### config.mk
export PLATFORM = sky130hd
export DESIGN_NAME = kernel_launch_ctrl
export DESIGN_NICKNAME = d
export VERILOG_FILES = /design/src/rtl/klc_pkg.sv /design/src/rtl/klc_watchdog.sv /design/src/rtl/kernel_launch_ctrl.sv
export SDC_FILE = /design/constraint.sdc
export NUM_CORES = 1
export LEC_CHECK = 0
export ABC_AREA = 1
export BUFFER_PORTS_ARGS = -buffer_cell sky130_fd_sc_hd__buf_2
export CAP_MARGIN = 25
export CORE_MARGIN = 3
export CORE_UTILIZATION = 30
export CTS_CLUSTER_SIZE = 8
export DETAILED_ROUTE_END_ITERATION = 12
export HOLD_SLACK_MARGIN = 0.08
export PLACE_DENSITY_LB_ADDON = 0.08
export SYNTH_ARGS = -nofsm -noshare
export SYNTH_HDL_FRONTEND = slang
export SYNTH_HIERARCHICAL = 1
export SYNTH_SLANG_ARGS = --single-unit
### constraint.sdc
create_clock -name clk -period 5.8 [get_ports clk]
set_clock_uncertainty 0.2 [all_clocks]
set_input_delay 0.58 -clock clk [delete_from_list [all_inputs] [get_ports clk]]
set_output_delay 0.58 -clock clk [all_outputs]
set_load 0.03 [all_outputs]
### src/rtl/klc_pkg.sv
// Shared types and default widths for the kernel launch controller.
// Optional watchdog is enabled by defining KLC_WATCHDOG_EN.
package klc_pkg;

    localparam int KLC_ADDR_W = 10;
    localparam int KLC_DATA_W = 27;
    localparam int KLC_DEPTH  = 1000;
    localparam int KLC_RES_W  = 64;
    localparam int KLC_WDOG_W = 24;

    typedef enum logic [2:0] {
        IDLE,
        LOAD,
        LAUNCH,
        RUN,
        RESP
    } klc_state_e;

endpackage

### src/rtl/klc_watchdog.sv
// Saturating RUN-cycle counter for the kernel launch controller.
// Only instantiated when KLC_WATCHDOG_EN is defined.
module klc_watchdog
    import klc_pkg::*;
#(
    parameter int WDOG_W = KLC_WDOG_W
) (
    input  logic clk,
    input  logic rst,
    input  logic clear,
    input  logic run,
    output logic expire
);

    localparam logic [WDOG_W-1:0] LAST = {{(WDOG_W-1){1'b1}}, 1'b0};

    logic [WDOG_W-1:0] cnt;

    always_ff @(posedge clk or posedge rst) begin
        if (rst) begin
            cnt <= '0;
        end else if (clear) begin
            cnt <= '0;
        end else if (run && (cnt != '1)) begin
            cnt <= cnt + 1'b1;
        end
    end

    // Fires in the RUN cycle whose closing edge brings the count to all-ones.
    assign expire = run && (cnt >= LAST);

endmodule

### src/rtl/kernel_launch_ctrl.sv
// Host-side sequencer: load arr_a, pulse r_enable, wait for w_enable, return result.
// Define KLC_WATCHDOG_EN to abort RUN after 2**WDOG_W-1 cycles with res_err=1.
module kernel_launch_ctrl
    import klc_pkg::*;
#(
    parameter int ADDR_W = KLC_ADDR_W,
    parameter int DATA_W = KLC_DATA_W,
    parameter int DEPTH  = KLC_DEPTH,
    parameter int RES_W  = KLC_RES_W
`ifdef KLC_WATCHDOG_EN
    ,parameter int WDOG_W = KLC_WDOG_W
`endif
) (
    input  logic              clk,
    input  logic              rst,
    input  logic              cmd_valid,
    output logic              cmd_ready,
    input  logic [ADDR_W:0]   cmd_len,
    input  logic [ADDR_W-1:0] cmd_init_i,
    input  logic [RES_W-1:0]  cmd_init_acc,
    input  logic              ld_valid,
    output logic              ld_ready,
    input  logic [DATA_W-1:0] ld_data,
    output logic              res_valid,
    input  logic              res_ready,
    output logic [RES_W-1:0]  res_data,
    output logic              res_err,
    output logic              busy,
    output logic              k_r_enable,
    output logic [ADDR_W-1:0] k_init_i,
    output logic [RES_W-1:0]  k_init_acc,
    output logic              k_ctrl_arr,
    output logic              k_arr_we,
    output logic [ADDR_W-1:0] k_arr_addr,
    output logic [DATA_W-1:0] k_arr_wdata,
    input  logic              k_w_enable,
    input  logic [RES_W-1:0]  k_result
);

    localparam logic [ADDR_W:0] DEPTH_L = (ADDR_W+1)'(DEPTH);

    klc_state_e        state;
    logic [ADDR_W-1:0] addr_q;
    logic [ADDR_W-1:0] len_last;
    logic              wd_expire;

`ifdef KLC_WATCHDOG_EN
    klc_watchdog #(
        .WDOG_W (WDOG_W)
    ) u_watchdog (
        .clk    (clk),
        .rst    (rst),
        .clear  (state == LAUNCH),
        .run    (state == RUN),
        .expire (wd_expire)
    );
`else
    assign wd_expire = 1'b0;
`endif

    // NOTE: the array write strobe follows ld_valid combinationally so a word is
    // written on the same edge as its handshake; ld_ready gates it outside LOAD.
    assign k_arr_we    = ld_ready & ld_valid;
    assign k_arr_addr  = addr_q;
    assign k_arr_wdata = ld_ready ? ld_data : '0;

    // NOTE: all state and registered outputs use non-blocking assignments so every
    // branch below sees the pre-edge values regardless of statement order.
    always_ff @(posedge clk or posedge rst) begin
        if (rst) begin
            state      <= IDLE;
            addr_q     <= '0;
            len_last   <= '0;
            cmd_ready  <= 1'b0;
            ld_ready   <= 1'b0;
            res_valid  <= 1'b0;
            res_data   <= '0;
            res_err    <= 1'b0;
            busy       <= 1'b0;
            k_r_enable <= 1'b0;
            k_init_i   <= '0;
            k_init_acc <= '0;
            k_ctrl_arr <= 1'b0;
        end else begin
            unique case (state)
                IDLE: begin
                    if (!cmd_ready) begin
                        cmd_ready <= 1'b1;
                    end else if (cmd_valid) begin
                        cmd_ready  <= 1'b0;
                        busy       <= 1'b1;
                        k_init_i   <= cmd_init_i;
                        k_init_acc <= cmd_init_acc;
                        len_last   <= ADDR_W'(cmd_len - 1'b1);
                        addr_q     <= '0;
                        if (cmd_len > DEPTH_L) begin
                            res_valid <= 1'b1;
                            res_err   <= 1'b1;
                            res_data  <= '0;
                            state     <= RESP;
                        end else if (cmd_len == '0) begin
                            k_r_enable <= 1'b1;
                            state      <= LAUNCH;
                        end else begin
                            ld_ready   <= 1'b1;
                            k_ctrl_arr <= 1'b1;
                            state      <= LOAD;
                        end
                    end
                end

                LOAD: begin
                    if (ld_valid) begin
                        if (addr_q == len_last) begin
                            addr_q     <= '0;
                            ld_ready   <= 1'b0;
                            k_ctrl_arr <= 1'b0;
                            k_r_enable <= 1'b1;
                            state      <= LAUNCH;
                        end else begin
                            addr_q <= addr_q + 1'b1;
                        end
                    end
                end

                // w_enable may still be high from the previous run; it is not sampled here.
                LAUNCH: begin
                    k_r_enable <= 1'b0;
                    state      <= RUN;
                end

                RUN: begin
                    if (k_w_enable) begin
                        res_data  <= k_result;
                        res_err   <= 1'b0;
                        res_valid <= 1'b1;
                        state     <= RESP;
                    end else if (wd_expire) begin
                        res_data  <= '0;
                        res_err   <= 1'b1;
                        res_valid <= 1'b1;
                        state     <= RESP;
                    end
                end

                RESP: begin
                    if (res_ready) begin
                        res_valid <= 1'b0;
                        busy      <= 1'b0;
                        cmd_ready <= 1'b1;
                        state     <= IDLE;
                    end
                end

                default: state <= IDLE;
            endcase
        end
    end

endmodule
# Word-level counts from Yosys, hierarchy flattened
# Cells that the tools add are included.
# classes
addsub,2
order_cmp,1
eq_ne,15
n_mux,49
n_bitwise,1
n_reduce_logical,16
# op_table
operator,count
two-way mux 64 bit,4
case mux 64 bit (2 select lines),1
two-way mux 10 bit,4
two-way mux 27 bit,1
two-way mux 1 bit,23
two-way mux 3 bit,7
!= test 2 bit (second input constant),10
case mux 10 bit (2 select lines),1
case mux 3 bit (5 select lines),1
AND reduction 7 bit,2
AND reduction 6 bit,2
> comparator 11 x 10 -> 1 bit (second input constant),1
logical NOT 11 bit,1
adder 10 x 1 -> 10 bit (second input constant),1
equality test 10 bit,1
subtractor 10 x 1 -> 10 bit (second input constant),1
case mux 1 bit (2 select lines),4
AND reduction 4 bit,2
equality test 3 x 2 -> 1 bit (second input constant),2
case mux 1 bit (3 select lines),2
nonzero test 2 bit,3
nonzero test 3 bit,2
AND reduction 5 bit,1
equality test 3 x 1 -> 1 bit (second input constant),1
other kinds (6),6
# word_totals
reg_bits,167
input_bits,182
wordCells,96

# Logic depth before layout (Yosys ltp)
# depth
depth_word,6
ltp_mapped,14
mapped_depth_nobuf,13

# Least setup slack after synthesis
# Ideal clock, no wire load.
# synth_path
kind,register to output
from,register k_ctrl_arr (netlist name)
to,output k_arr_wdata[16]
arrival_ns,1.384
required_ns,5.020
slack_ns,3.636
stages_incl_launch_ff,5
n_path_buf,2
path_cell_list,dfrtp_1 > clkbuf_1 > clkbuf_1 > nand2_1 > inv_1
# synth_rtl
item,line_no,text
to (decl),kernel_launch_ctrl.sv:35,"output logic [DATA_W-1:0] k_arr_wdata,"

# Final worst setup path
# layout_path
from,register state[2]
to,register res_data[24]
# layout_via
elab_chain_len,3
word_cells_on_any_way,9
classes_between,eq/ne (5); mux (1); reduce/logical (3)
# layout_lines
item,line_no,text
from (decl),kernel_launch_ctrl.sv:42,klc_state_e state;
from (signal assigned),kernel_launch_ctrl.sv:71,state <= IDLE;
from (signal assigned),kernel_launch_ctrl.sv:100,state <= RESP;
from (signal assigned),kernel_launch_ctrl.sv:103,state <= LAUNCH;
equality test 3 x 2 -> 1 bit or logical NOT 3 bit (tied branches),kernel_launch_ctrl.sv:85,unique case (state)
!= test 2 bit (no source line) or nonzero test 2 bit (tied branches),--,
AND reduction 5 bit (no source line),--,
to (signal assigned),kernel_launch_ctrl.sv:134,res_data <= k_result;
to (decl),kernel_launch_ctrl.sv:26,"output logic [RES_W-1:0] res_data,"
# Several ways; a longest one is shown, not always the timed one.
# A chain may end at the register's enable or synchronous reset.

==> load_flow_metrics.sql <==
INSERT INTO impl_metrics (metric_group, metric, value, unit) VALUES
('outcome', 'outcome', 'finished clean', ''),
('critical_path', 'critical_path_arrival', '3180', 'ps'),
('placed_design', 'placement.io_buffers', '364', ''),
('hold_path', 'min_path_cells', '3', ''),
('cells_and_area', 'drive_above_1_share', '0.3528', ''),
('synth', 'ys_seq_area_frac', '0.5520', ''),
('cells_and_area', 'multi_input_comb_area', '2815', 'um2'),
('critical_path', 'critical_path_class', 'flip-flop to flip-flop', ''),
('synth', 'synthDominantAreaCellType', 'dfrtp_1', ''),
('floorplan', 'dieWidth', '164.9', 'um'),
('routing', 'first_pass_iters', '4', ''),
('critical_path', 'critical_path.reg2reg.startpoint', 'state[2]$_DFFE_PP0P_', ''),
('routing', 'vias_per_std_cell', '4.249', ''),
('clock_network', 'ctsRootBufferMaster', 'clkbuf_16', ''),
('hold_path', 'worstHoldPathType', 'input pin to flip-flop', ''),
('floorplan', 'dieArea', '27180', 'um2'),
('sta', 'hold_viol', '0', ''),
('clock_network', 'clock-sinks', '167', ''),
('cells_and_area', 'final_design_area_no_fill', '10180', 'um2'),
('synth', 'synth-warning-count', '6', ''),
('synth', 'synth_nets', '1110', ''),
('global_route', 'overflow', '0', ''),
('routing', 'dr.first_iter.drc_count', '286', ''),
('sta', 'timing.setup.tns', '0', 'ps'),
('critical_path', 'worst-r2r-cell-count', '8', ''),
('routing', 'wirelength', '23480', 'um'),
('floorplan', 'floorplan.rows', '57', ''),
('global_route', 'grt_antenna_before_repair', '10', ''),
('routing', 'route.detailed.drc', '0', ''),
('pwr', 'design_power_total', '5.149', 'mW'),
('routing', 'via_count', '6850', ''),
('global_route', 'number_of_global_route_vias_before_repair', '6614', ''),
('floorplan', 'chipHeight', '164.9', 'um'),
('global_route', 'largest_net_degree_at_the_start_of_global_routing', '168', ''),
('hold_path', 'min_from', 'cmd_init_acc[47]', ''),
('pwr', 'power_leakage', '5.812', 'nW'),
('clock_network', 'cts_max_path_buffers', '2', ''),
('cells_and_area', 'area_growth_syn_to_layout', '34.47', '%'),
('routing', 'route.antenna.remaining_nets', '0', ''),
('clock_network', 'hold_buffers', '0', ''),
('clock_network', 'insertion_delay_to_the_later_sink_of_the_worst_skew_pair', '420', 'ps'),
('critical_path', 'timing.rr.end', 'res_data[24]$_DFFE_PP0P_', ''),
('pwr', 'power_density', '505.8', 'nW/um2'),
('clock_network', 'cts_htree_levels', '4', ''),
('hold_path', 'whs_endpoint', 'k_init_acc[47]$_DFFE_PP0P_', ''),
('global_route', 'track_usage', '0.1693', ''),
('sta', 'portion_of_the_clock_cycle_consumed_by_the_worst_path_in_the_final_layout', '0.5227', ''),
('clock_network', 'post_cts_buffers', '0', ''),
('sta', 'slew_violations', '0', ''),
('placed_design', 'placedInstanceArea', '9569', 'um2'),
('floorplan', 'floorplan.initialDensity', '0.3086', ''),
('floorplan', 'placeableCoreArea', '24530', 'um2'),
('critical_path', 'critPathCaptureType', 'flip-flop', ''),
('synth', 'post_synth_num_cell_types', '31', ''),
('floorplan', 'top_level_ports', '365', ''),
('clock_network', 'postCtsResizedCells', '0', ''),
('sta', 'slew_headroom', '0.3702', ''),
('synth', 'ys_top_cells_by_area', 'dfrtp_1 (55%), nand2_1 (23%), inv_1 (3.6%)', ''),
('cells_and_area', 'final_net_count', '1455', ''),
('critical_path', 'worstSetupStartpointType', 'flip-flop', ''),
('synth', 'post_synth_instance_area', '7571', 'um2'),
('synth', 'synthesis.area_per_instance', '8.176', 'um2'),
('global_route', 'grt_util_met1', '0.1926', ''),
('critical_path', 'largest_fanout_on_the_critical_path', '75', ''),
('cells_and_area', 'final-seq-area', '4179', 'um2'),
('clock_network', 'cts_buffers', '17', ''),
('synth', 'post-synth-top-area-fraction', '0.5520', ''),
('sta', 'setup_viol', '0', ''),
('placed_design', 'place_congestion', '0.8144', ''),
('synth', 'synth.ff_latch_count', '167', ''),
('sta', 'grt_setup_unrepaired', 'no', '');
==> cells by family (layout without fill, tap and decap cells) <==
logic type | count (synthesis) | count (layout) | share of synthesized area
other cells | 0 | 4 | 0
simple gates | 535 | 535 | 0.2866
xor+xnor | 7 | 7 | 0.008098
buf+inv | 122 | 480 | 0.07684
fa+ha+maj | 2 | 2 | 0.003305
flops | 167 | 167 | 0.5520
compound gates | 93 | 93 | 0.07321
==> state kept, by name, indices dropped and copies added, names as in the netlist <==
register,count
k_init_acc,64
res_data,64
k_arr_addr,10
k_init_i,10
len_last,10
state,3
busy,1
cmd_ready,1
k_ctrl_arr,1
k_r_enable,1
res_err,1
res_valid,1
==> per-layer routing <==
layer | up-vias | share of wire
met2 | 220 | 0.50
met4 | 10 | 0.019
met1 | 3046 | 0.39
li1 | 3539 | -
met5 | - | 0.0029
met3 | 35 | 0.089
==> Yosys cell counts, drive strengths merged <==
| cell | instances |
|---|---|
| nor3 | 4 |
| o31ai | 1 |
| nand4 | 12 |
| nor2 | 27 |
| a21boi | 1 |
| clkbuf | 19 |
| ha | 2 |
| dfrtp | 167 |
| inv | 78 |
| o22ai | 1 |
| buf | 25 |
| o21ai | 85 |
| xor2 | 7 |
| a21oi | 5 |
| nand3 | 20 |
| nand2 | 472 |
==> power by group <==
| group | internal, mW | switching [mW] | total, mW |
|---|---|---|---|
| clock network | 0.585 | 0.541 | 1.13 |
| registers | 1.52 | 0.227 | 1.75 |
| logic | 0.602 | 1.67 | 2.27 |
==> metrics by stage <==
| step | std cells | util | setup WS (ps) | hold slack, ps |
|---|---|---|---|---|
| final | 1612 | 0.4150 | 2768 | 143.4 |
| after CTS | 1607 | 0.4135 | 2385 | 123.4 |
| after global routing | 1612 | 0.4150 | 2394 | 118.7 |
| after detailed placement | 1575 | 0.3900 | 2397 | 252.6 |
| after global placement | 1575 | 0.3900 | 2447 | 249.2 |
| after floorplan | 926 | - | 501.6 | 268.0 |
==> cells in the final DEF, fill, tap and decap left out, drive strengths merged <==
master and count:
a21oi 5, nand3 20, clkinv 2, nor3 4, buf 370, a21boi 1, inv 87, o22ai 1
clkinvlp 2, o31ai 1, nand4 12, clkbuf 19, nand2 472, diode 4, o21ai 85, nor2 27
dfrtp 167, ha 2, xor2 7
==> worst max path at each step <==
stage / startpoint / endpoint / slack, ps / cells after the start
after CTS: state[2]$_DFFE_PP0P_ / res_data[41]$_DFFE_PP0P_ / 2390 / 7
final: state[2]$_DFFE_PP0P_ / res_data[24]$_DFFE_PP0P_ / 2770 / 8
after floorplan: rst / busy$_DFFE_PP0P_ / 500 / 1
after global placement: state[2]$_DFFE_PP0P_ / res_data[31]$_DFFE_PP0P_ / 2450 / 7
after detailed placement: state[2]$_DFFE_PP0P_ / res_data[34]$_DFFE_PP0P_ / 2400 / 7
after global routing: state[0]$_DFFE_PP0P_ / len_last[1]$_DFFE_PP0P_ / 2390 / 9
==> final cells by class <==
| type | instances | area share |
|---|---|---|
| clock buffer | 19 | 0.04351 |
| multi-input combinational | 637 | 0.2765 |
| antenna | 4 | 0.0009832 |
| clock inverter | 13 | 0.01290 |
| inverter | 78 | 0.02925 |
| tap | 324 | 0.03982 |
| sequential | 167 | 0.4105 |
| timing repair buffer | 370 | 0.1866 |
==> worst max-delay path, cell delays in order, from the launching register on <==
cell and delay (ps):
dfrtp_1 450, nor3_4 190, buf_4 580, nand2_1 250, nand3_4 240, buf_16 300, buf_4 520, nand2_1 130
o21ai_2 80
No activity file was read; power rests on OpenSTA's default activity.
